==> config.mk <==
export PLATFORM = sky130hd
export DESIGN_NAME = pc_unit_flat
export DESIGN_NICKNAME = d
export VERILOG_FILES = /design/src/rtl/pc_unit_if.sv /design/src/rtl/pc_unit.sv /design/src/flat_wrapper.sv
export SDC_FILE = /design/constraint.sdc
export NUM_CORES = 1
export LEC_CHECK = 0
export CORE_ASPECT_RATIO = 2
export CORE_UTILIZATION = 46
export CTS_CLUSTER_SIZE = 30
export DETAILED_ROUTE_END_ITERATION = 7
export PLACE_DENSITY = 0.88
export SLEW_MARGIN = 20
export SYNTH_ARGS = -nofsm -noshare
export SYNTH_HDL_FRONTEND = slang
export SYNTH_SLANG_ARGS = --single-unit
==> constraint.sdc <==
create_clock -name clk -period 3.15 [get_ports clk]
set_input_delay 0.4725 -clock clk [delete_from_list [all_inputs] [get_ports clk]]
set_output_delay 0.4725 -clock clk [all_outputs]
set_load 0.02 [all_outputs]
==> src/rtl/pc_unit_if.sv <==
// Branch/fetch bus between the resolve stage and the PC unit.
// Branch-statistics signals exist only when PC_UNIT_BRSTATS_EN is defined.
interface pc_unit_if #(
  parameter int ADDR_W = 16,
  parameter int OFF_W  = 9
);
  logic              stall;
  logic              branch_valid;
  logic [2:0]        branch_cond;
  logic              branch_reg;
  logic [OFF_W-1:0]  branch_off;
  logic [ADDR_W-1:0] branch_pc;
  logic [ADDR_W-1:0] reg_target;
  logic [2:0]        flags;
  logic              halt_req;
  logic [ADDR_W-1:0] pc;
  logic              redirect;
  logic              flush;
  logic              taken;
  logic              halted;
`ifdef PC_UNIT_BRSTATS_EN
  logic [15:0]       br_total;
  logic [15:0]       br_taken;

  modport master (
    output stall, branch_valid, branch_cond, branch_reg, branch_off,
           branch_pc, reg_target, flags, halt_req,
    input  pc, redirect, flush, taken, halted, br_total, br_taken
  );
  modport slave (
    input  stall, branch_valid, branch_cond, branch_reg, branch_off,
           branch_pc, reg_target, flags, halt_req,
    output pc, redirect, flush, taken, halted, br_total, br_taken
  );
`else
  modport master (
    output stall, branch_valid, branch_cond, branch_reg, branch_off,
           branch_pc, reg_target, flags, halt_req,
    input  pc, redirect, flush, taken, halted
  );
  modport slave (
    input  stall, branch_valid, branch_cond, branch_reg, branch_off,
           branch_pc, reg_target, flags, halt_req,
    output pc, redirect, flush, taken, halted
  );
`endif
endinterface

==> src/rtl/pc_unit.sv <==
// Registered program counter with branch resolve, redirect/flush and halt FSM.
// Optional branch statistics counters under PC_UNIT_BRSTATS_EN.
module pc_unit #(
  parameter int                 ADDR_W       = 16,
  parameter int                 OFF_W        = 9,
  parameter int                 INSTR_BYTES  = 2,
  parameter logic [ADDR_W-1:0]  RESET_PC     = '0,
  parameter int                 FLUSH_CYCLES = 1
) (
  input  logic        clk,
  input  logic        rst_n,
  pc_unit_if.slave    bus
);
  localparam int CNT_W = (FLUSH_CYCLES > 1) ? $clog2(FLUSH_CYCLES + 1) : 1;

  typedef enum logic [1:0] {RUN, FLUSH, HALTED} state_t;

  state_t            state, state_n;
  logic [CNT_W-1:0]  cnt, cnt_n;
  logic [ADDR_W-1:0] pc_q, pc_n;
  logic              redirect_q, redirect_n;
  logic              flush_q, flush_n;
  logic              taken_q, taken_n;
  logic              halted_q, halted_n;
  logic              cond_true;
  logic [ADDR_W-1:0] target, pc_seq, off_ext;
  logic              n_f, z_f, v_f;

  assign n_f = bus.flags[2];
  assign z_f = bus.flags[1];
  assign v_f = bus.flags[0];

  always_comb begin
    cond_true = 1'b0;
    case (bus.branch_cond)
      3'b000:  cond_true = !z_f;
      3'b001:  cond_true = z_f;
      3'b010:  cond_true = !z_f && !n_f;
      3'b011:  cond_true = n_f;
      3'b100:  cond_true = z_f || (!z_f && !n_f);
      3'b101:  cond_true = n_f || z_f;
      3'b110:  cond_true = v_f;
      default: cond_true = 1'b1;
    endcase
  end

  // Offset is in instructions; shift by one converts to bytes, wrap is silent.
  assign off_ext = {{(ADDR_W-OFF_W){bus.branch_off[OFF_W-1]}}, bus.branch_off};
  assign target  = bus.branch_reg ? bus.reg_target
                 : bus.branch_pc + ADDR_W'(INSTR_BYTES) + (off_ext << 1);
  assign pc_seq  = bus.stall ? pc_q : pc_q + ADDR_W'(INSTR_BYTES);

  always_comb begin
    state_n    = state;
    cnt_n      = cnt;
    pc_n       = pc_q;
    redirect_n = 1'b0;
    flush_n    = 1'b0;
    taken_n    = taken_q;
    halted_n   = halted_q;
    case (state)
      RUN: begin
        if (bus.branch_valid && cond_true) begin
          pc_n       = target;
          redirect_n = 1'b1;
          flush_n    = 1'b1;
          taken_n    = 1'b1;
          if (FLUSH_CYCLES > 1) begin
            state_n = FLUSH;
            cnt_n   = CNT_W'(FLUSH_CYCLES - 1);
          end
        end else begin
          if (bus.branch_valid) taken_n = 1'b0;
          if (bus.halt_req) begin
            state_n  = HALTED;
            halted_n = 1'b1;
          end else begin
            pc_n = pc_seq;
          end
        end
      end
      FLUSH: begin
        // Last flush cycle is spent back in RUN, so flush spans FLUSH_CYCLES.
        pc_n    = pc_seq;
        flush_n = 1'b1;
        cnt_n   = cnt - 1'b1;
        if (cnt == CNT_W'(1)) state_n = RUN;
      end
      HALTED: halted_n = 1'b1;
      default: state_n = RUN;
    endcase
  end

  always_ff @(posedge clk) begin
    if (!rst_n) begin
      state      <= RUN;
      cnt        <= '0;
      pc_q       <= RESET_PC;
      redirect_q <= 1'b0;
      flush_q    <= 1'b0;
      taken_q    <= 1'b0;
      halted_q   <= 1'b0;
    end else begin
      state      <= state_n;
      cnt        <= cnt_n;
      pc_q       <= pc_n;
      redirect_q <= redirect_n;
      flush_q    <= flush_n;
      taken_q    <= taken_n;
      halted_q   <= halted_n;
    end
  end

  assign bus.pc       = pc_q;
  assign bus.redirect = redirect_q;
  assign bus.flush    = flush_q;
  assign bus.taken    = taken_q;
  assign bus.halted   = halted_q;

`ifdef PC_UNIT_BRSTATS_EN
  logic [15:0] br_total_q, br_taken_q;
  logic        br_acc;

  assign br_acc = (state == RUN) && bus.branch_valid;

  always_ff @(posedge clk) begin
    if (!rst_n) begin
      br_total_q <= '0;
      br_taken_q <= '0;
    end else if (br_acc) begin
      if (br_total_q != 16'hFFFF) br_total_q <= br_total_q + 16'd1;
      if (cond_true && br_taken_q != 16'hFFFF) br_taken_q <= br_taken_q + 16'd1;
    end
  end

  assign bus.br_total = br_total_q;
  assign bus.br_taken = br_taken_q;
`endif
endmodule

==> src/flat_wrapper.sv <==
// flat-port wrapper written by rule: the top's interface ports become plain ports
module pc_unit_flat 
#(
  parameter int                 ADDR_W       = 16,
  parameter int                 OFF_W        = 9,
  parameter int                 INSTR_BYTES  = 2,
  parameter logic [ADDR_W-1:0]  RESET_PC     = '0,
  parameter int                 FLUSH_CYCLES = 1
)
  (clk, rst_n, bus_stall, bus_branch_valid, bus_branch_cond, bus_branch_reg, bus_branch_off, bus_branch_pc, bus_reg_target, bus_flags, bus_halt_req, bus_pc, bus_redirect, bus_flush, bus_taken, bus_halted);
  pc_unit_if #(.ADDR_W(ADDR_W), .OFF_W(OFF_W)) bus_i ();
  input  logic clk;
  input  logic rst_n;
  input wire logic [$bits(bus_i.stall)-1:0] bus_stall;
  input wire logic [$bits(bus_i.branch_valid)-1:0] bus_branch_valid;
  input wire logic [$bits(bus_i.branch_cond)-1:0] bus_branch_cond;
  input wire logic [$bits(bus_i.branch_reg)-1:0] bus_branch_reg;
  input wire logic [$bits(bus_i.branch_off)-1:0] bus_branch_off;
  input wire logic [$bits(bus_i.branch_pc)-1:0] bus_branch_pc;
  input wire logic [$bits(bus_i.reg_target)-1:0] bus_reg_target;
  input wire logic [$bits(bus_i.flags)-1:0] bus_flags;
  input wire logic [$bits(bus_i.halt_req)-1:0] bus_halt_req;
  output wire logic [$bits(bus_i.pc)-1:0] bus_pc;
  output wire logic [$bits(bus_i.redirect)-1:0] bus_redirect;
  output wire logic [$bits(bus_i.flush)-1:0] bus_flush;
  output wire logic [$bits(bus_i.taken)-1:0] bus_taken;
  output wire logic [$bits(bus_i.halted)-1:0] bus_halted;
  assign bus_i.stall = bus_stall;
  assign bus_i.branch_valid = bus_branch_valid;
  assign bus_i.branch_cond = bus_branch_cond;
  assign bus_i.branch_reg = bus_branch_reg;
  assign bus_i.branch_off = bus_branch_off;
  assign bus_i.branch_pc = bus_branch_pc;
  assign bus_i.reg_target = bus_reg_target;
  assign bus_i.flags = bus_flags;
  assign bus_i.halt_req = bus_halt_req;
  assign bus_pc = bus_i.pc;
  assign bus_redirect = bus_i.redirect;
  assign bus_flush = bus_i.flush;
  assign bus_taken = bus_i.taken;
  assign bus_halted = bus_i.halted;
  pc_unit #(.ADDR_W(ADDR_W), .OFF_W(OFF_W), .INSTR_BYTES(INSTR_BYTES), .RESET_PC(RESET_PC), .FLUSH_CYCLES(FLUSH_CYCLES)) u_core (.clk(clk), .rst_n(rst_n), .bus(bus_i));
endmodule
==> results of run 1 <==
Yosys cell counts (3+ instances only):
master    instances  area share
a21oi_1          29       0.068
ha_1             28        0.16
nor2_1           22       0.039
o21ai_0          21       0.049
dfxtp_1          20        0.19
nand2_1          19       0.033
nand3_1          13       0.030
inv_1            10       0.018
nor3_1            9       0.021
a21o_1            8       0.028
a211oi_1          6       0.021
mux2i_1           6       0.028
nand4_1           6       0.018
o211ai_1          5       0.018
xnor2_1           5       0.020
a31oi_1           4       0.012
nor2b_1           4       0.012
o22ai_1           4       0.012
and2_1            3      0.0088
buf_4             3       0.011
o31ai_1           3       0.011
xor2_1            3       0.012
metrics by stage:
step / hold WS [ps] / util / power (W) / std cells / setup slack (ps)
after global routing: 493 / 0.665 / 0.000996 / 400 / 76.5
final: 457 / 0.665 / 0.000936 / 400 / 256
after global placement: 437 / 0.652 / 0.000726 / 396 / 14.7
after floorplan: 535 / - / 0.000572 / 276 / 510
after CTS: 460 / 0.665 / 0.000931 / 400 / 248
after detailed placement: 444 / 0.652 / 0.000738 / 396 / 5.19
cell families after synthesis:
logic type,count (synthesis)
AOI/OAI and AO/OA,101
xor gates and xnor gates,8
adders and majority gates,29
buffers and inverters,20
DFF,20
muxes,6
and+or+nand+nor,92
state kept, by name, indices dropped and copies added, names as in the netlist:
register / cells
u_core.bus.halted: 1
u_core.bus.redirect: 1
u_core.bus.taken: 1
u_core.bus.pc: 16
u_core.state: 1
worst max-delay path, delay by kind of cell:
kind	cells	cell delay, ps
adders and majority gates	3	960
buffers and inverters	1	410
muxes	1	90
xor gates and xnor gates	1	140
AOI/OAI and AO/OA	4	990
power groups by stage:
stage	clock [W]	combinational (W)	sequential, W
floorplan	0	0.000254	0.000318
global placement	0	0.000426	0.000300
detailed placement	0	0.000437	0.000301
CTS	0.000195	0.000440	0.000295
global route	0.000211	0.000486	0.000299
finish	0.000197	0.000443	0.000296
cell type report:
| class | count | area [µm²] | area share |
|---|---|---|---|
| clock buffer | 4 | 55.1 | 0.0187 |
| inverter | 10 | 37.5 | 0.0128 |
| multi-input combinational | 236 | 1630 | 0.554 |
| sequential | 20 | 400 | 0.136 |
| tap | 54 | 67.6 | 0.0230 |
| timing repair buffer | 76 | 751 | 0.255 |
routing by layer:
layer	routed length [µm]	track usage	part of all wire
met5	0	0	0
met4	111	0.0857	0.019
met3	252	0.0201	0.042
met2	3400	0.496	0.57
met1	2230	0.248	0.37
how the worst max path moves through the flow:
stage	slack, ps	to
finish	260	u_core.bus.pc[8]
detailed placement	5	u_core.bus.pc[8]
global route	80	u_core.bus.pc[8]
floorplan	510	u_core.bus.pc[8]
global placement	10	u_core.bus.pc[8]
CTS	250	u_core.bus.pc[8]
cells in the final DEF, fill, tap and decap left out, drive strengths merged, types with 6 or more instances in the layout:
cell,synthesis,layout
a211oi,6,6
a21o,8,8
a21oi,29,29
clkdlybuf4s50,0,72
dfxtp,20,20
ha,28,28
inv,10,10
mux2i,6,6
nand2,19,19
nand3,13,13
nand4,7,7
nor2,22,22
nor3,9,9
o21ai,22,22
==> results_dict.tcl, run 1 <==
set metrics [dict create \
    fp.coreArea_um2 4420 \
    die_area_um2 4960 \
    cts_sinks 20 \
    nFillCells 399 \
    ioPinCount 73 \
    cp.arrival_ps 3050 \
    grt_use_total 0.248 \
    rows 34 \
    min_period_ps 2890 \
    clkPwrFrac 0.211 \
    rsz0062_at_grt "false" \
    fin_area_um2 2940 \
    critPathCaptureType "flop" \
    worstPathRequired_ps 3300 \
    post_drt_via_cell_ratio 5.98 \
    clk_latency_ps 260 \
    die_w_um 50.3 \
    syn_area_um2 2140 \
    detail-route-antenna-nets 0 \
    status "complete, no violations" \
    critPathLaunch "bus_branch_pc[2]" \
    cpMaxStageDelayCell "fa_1" \
    grt_max_degree 19 \
    worstMarginPinSlew_ps 808 \
    ys_async_sr_fraction 0 \
    switchingPower_w 0.000334 \
    layout.nets 429 \
    p_leak_nw 1.19 \
    slew_violations 0 \
    finalCritPeriodShare 0.919 \
    initial_core_util 0.485 \
    max_freq_mhz 345 \
    rr_endpoint "u_core.bus.pc[15]" \
    synth_cell_types 56 \
    holdPathStages 1 \
    setup_viol 0 \
    cp_slowest_stage_delay_ps 430 \
    gp_congestion 0.910 \
    pwr-share-comb 0.473 \
    synth.avg_cell_area_um2 7.77 \
    die_h_um 98.6 \
    portBuffers 72 \
    p_int_w 0.000602 \
    syn2layout_area_growth_pct 37.2 \
    hp-start "u_core.bus.halted" \
    drive_gt1_frac 0.0462 \
    drt_iter0_drc 87 \
    num_antenna_cells 0 \
    relSlewSlack 0.460 \
    crit_type "in2reg" \
    grt_pass1_vias 2302 \
    timing.rr.start "u_core.bus.pc[1]" \
    holdPathEnd "u_core.bus.halted" \
    place_area_um2 2890 \
    synth_edf_count 0 \
    rrSetupSlack_ps 620 \
    grt-ovfl-total 0 \
    synthSimpleGateAreaFrac 0.219 \
    antenna_found_initial 0 \
    grt_pass1_wl_mm 9.85 \
    ctsRootBufferMaster "clkbuf_8" \
    synth_top_family_by_area "compound AO/OA/AOI/OAI gates" \
    setup_tns_ps 0 \
    h-tree-depth 1 \
    cp-start-kind "input port" \
    cts_setup_buffers 0 \
    cp_max_fo 3 \
    vdd_drop_max_uv 229 \
    seq_power_share 0.316 \
    synth_compound_area_frac 0.307 \
    ys_seq_area_frac 0.187 \
    cts_tree "done" \
    via_count 2390 \
    drc 0 \
    place_hpwl_mm 4.83 \
    wl_per_cell_um 15.0 \
    numCtsBuffers 3 \
    synth-main-ff-cell "dfxtp_1" \
    drt_wl_total_mm 5.99 \
    hp-class "reg2reg" \
    hold_buffers 0 \
    synth_adder_area_share 0.173 \
    path_common_cell "ha_1" \
    drv_cap 0 \
    finalHoldViolations 0 \
    syn-instance-count 276 \
    path_cells "clkdlybuf4s50_1 -> ha_1 -> ha_1 -> fa_1 -> a211oi_1 -> o21bai_1 -> a21oi_1 -> xnor2_1 -> mux2i_1 -> a2111oi_1" \
    post_cts_resized 0 \
    firstDrtPassIters 4 \
    yosysWarnings 0 \
    cts_buffer_depth 2 \
    synth_mux_area_frac 0.0280 \
    path_clk_slew_ps 80 \
    synthXorXnorAreaFrac 0.0327 \
    syn_nets 358 \
    synth-seq-cells 20 \
    clock_skew_ps 5.72 \
    r2r_cells 7 \
    swShare 0.357 \
    powerDensity_nw_per_um2 318 \
]
No activity file was read; power rests on OpenSTA's default activity.
==> run 2, diff against run 1 <==
--- a/config.mk
+++ b/config.mk
@@ -5,12 +5,12 @@
 export SDC_FILE = /design/constraint.sdc
 export NUM_CORES = 1
 export LEC_CHECK = 0
-export CORE_ASPECT_RATIO = 2
-export CORE_UTILIZATION = 46
+export CORE_UTILIZATION = 40
 export CTS_CLUSTER_SIZE = 30
 export DETAILED_ROUTE_END_ITERATION = 7
-export PLACE_DENSITY = 0.88
+export PLACE_DENSITY = 0.79
 export SLEW_MARGIN = 20
 export SYNTH_ARGS = -nofsm -noshare
 export SYNTH_HDL_FRONTEND = slang
 export SYNTH_SLANG_ARGS = --single-unit
+export TNS_END_PERCENT = 5
==> results_dict.tcl, run 2 (synthesis gave the netlist of run 1 again) <==
set metrics [dict create \
    worstPathRequired_ps 3300 \
    path_clk_slew_ps 80 \
    hold_buffers 0 \
    drc 0 \
    clk_latency_ps 260 \
    die_h_um 75.2 \
    drive_gt1_frac 0.0571 \
    via_count 2370 \
    cp-start-kind "input port" \
    wl_per_cell_um 13.4 \
    critPathCaptureType "flop" \
    worstMarginPinSlew_ps 801 \
    slew_violations 0 \
    drt_iter0_drc 209 \
    rsz0062_at_grt "false" \
    portBuffers 72 \
    drv_cap 0 \
    setup_viol 0 \
    place_hpwl_mm 4.47 \
    cts_buffer_depth 2 \
    grt_pass1_vias 2043 \
    setup_tns_ps 0 \
    min_period_ps 2840 \
    finalCritPeriodShare 0.901 \
    antenna_found_initial 0 \
    nFillCells 503 \
    rows 26 \
    grt_pass1_wl_mm 8.95 \
    die_w_um 75.2 \
    drt_wl_total_mm 5.63 \
    max_freq_mhz 352 \
    hp-class "reg2reg" \
    die_area_um2 5660 \
    fp.coreArea_um2 5140 \
    layout_commonest_cell "clkdlybuf4s50_1" \
    layout.nets 433 \
    grt-ovfl-total 0 \
    grt_max_degree 19 \
    syn2layout_area_growth_pct 39.4 \
    firstDrtPassIters 4 \
    cp_max_fo 2 \
    vdd_drop_max_uv 136 \
    ctsRootBufferMaster "clkbuf_8" \
    num_antenna_cells 0 \
    grt_use_total 0.200 \
    h-tree-depth 1 \
    cp.arrival_ps 2990 \
    post_cts_resized 0 \
    p_leak_nw 1.21 \
    powerDensity_nw_per_um2 314 \
    layout_common_cells "72 x clkdlybuf4s50_1, 29 x a21oi_1, 28 x ha_1" \
    detail-route-antenna-nets 0 \
    clock_skew_ps 5.17 \
    gp_congestion 0.873 \
    post_drt_via_cell_ratio 5.64 \
    ioPinCount 73 \
    cts_tree "done" \
    crit_type "in2reg" \
    cts_setup_buffers 0 \
    cts_sinks 20 \
    status "complete, no violations" \
    whs_ps 458 \
    numCtsBuffers 3 \
    relSlewSlack 0.464 \
    largest_reg_flops 16 \
    finalHoldViolations 0 \
    initial_core_util 0.417 \
]
[run 2: final timing paths]
kind                     start                 to  slack (ps)  depth (start not counted)
max           bus_branch_pc[2]   u_core.bus.pc[8]         310                         10
min          u_core.bus.halted  u_core.bus.halted         460                          1
max reg2reg   u_core.bus.pc[1]  u_core.bus.pc[15]         610                          7
min reg2reg  u_core.bus.halted  u_core.bus.halted         460                          1
[run 2: cell type report]
type	count	area, µm²	area share
Multi-Input combinational cell	236	1630	0.545
Tap cell	70	87.6	0.0293
Clock buffer	4	55.1	0.0184
Inverter	10	37.5	0.0126
Sequential cell	20	400	0.134
Timing Repair Buffer	80	781	0.261
[run 2: critical path, stage by stage]
cell	delay, ps
clkdlybuf4s50_1	410
ha_1	300
ha_1	220
fa_1	390
a211oi_1	310
o21bai_1	120
a21oi_1	180
xnor2_1	140
mux2i_1	90
a2111oi_0	370
[run 2: per-stage QoR]
stage                     instance area, µm²  cells  setup WS, ps  power (W)  utilization
after floorplan                         2140    276           510   0.000572            -
after global placement                  2940    416          78.4   0.000737        0.571
after detailed placement                2940    416          20.7   0.000743        0.571
after CTS                               2990    420           296   0.000942        0.582
after global routing                    2990    420           130    0.00100        0.582
final                                   2990    420           312   0.000939        0.582
[run 2: report_power, final]
part,internal [W],switching [W]
clock network,0.000111,0.0000867
logic,0.000225,0.000220
registers,0.000272,0.0000245
[run 2: metal layers]
metal | vias up | share of wire | GRT usage
met4 | 0 | 0.0076 | 0.0556
met2 | 76 | 0.47 | 0.344
li1 | 1200 | - | -
met5 | - | 0 | 0
met3 | 4 | 0.056 | 0.0107
met1 | 1090 | 0.47 | 0.272
==> run 3, diff against run 2 <==
--- a/config.mk
+++ b/config.mk
@@ -5,6 +5,7 @@
 export SDC_FILE = /design/constraint.sdc
 export NUM_CORES = 1
 export LEC_CHECK = 0
+export CAP_MARGIN = 30
 export CORE_UTILIZATION = 40
 export CTS_CLUSTER_SIZE = 30
 export DETAILED_ROUTE_END_ITERATION = 7
==> results of run 3 <==
Same layout as run 2: the final DEF is identical, and so are final timing and power.
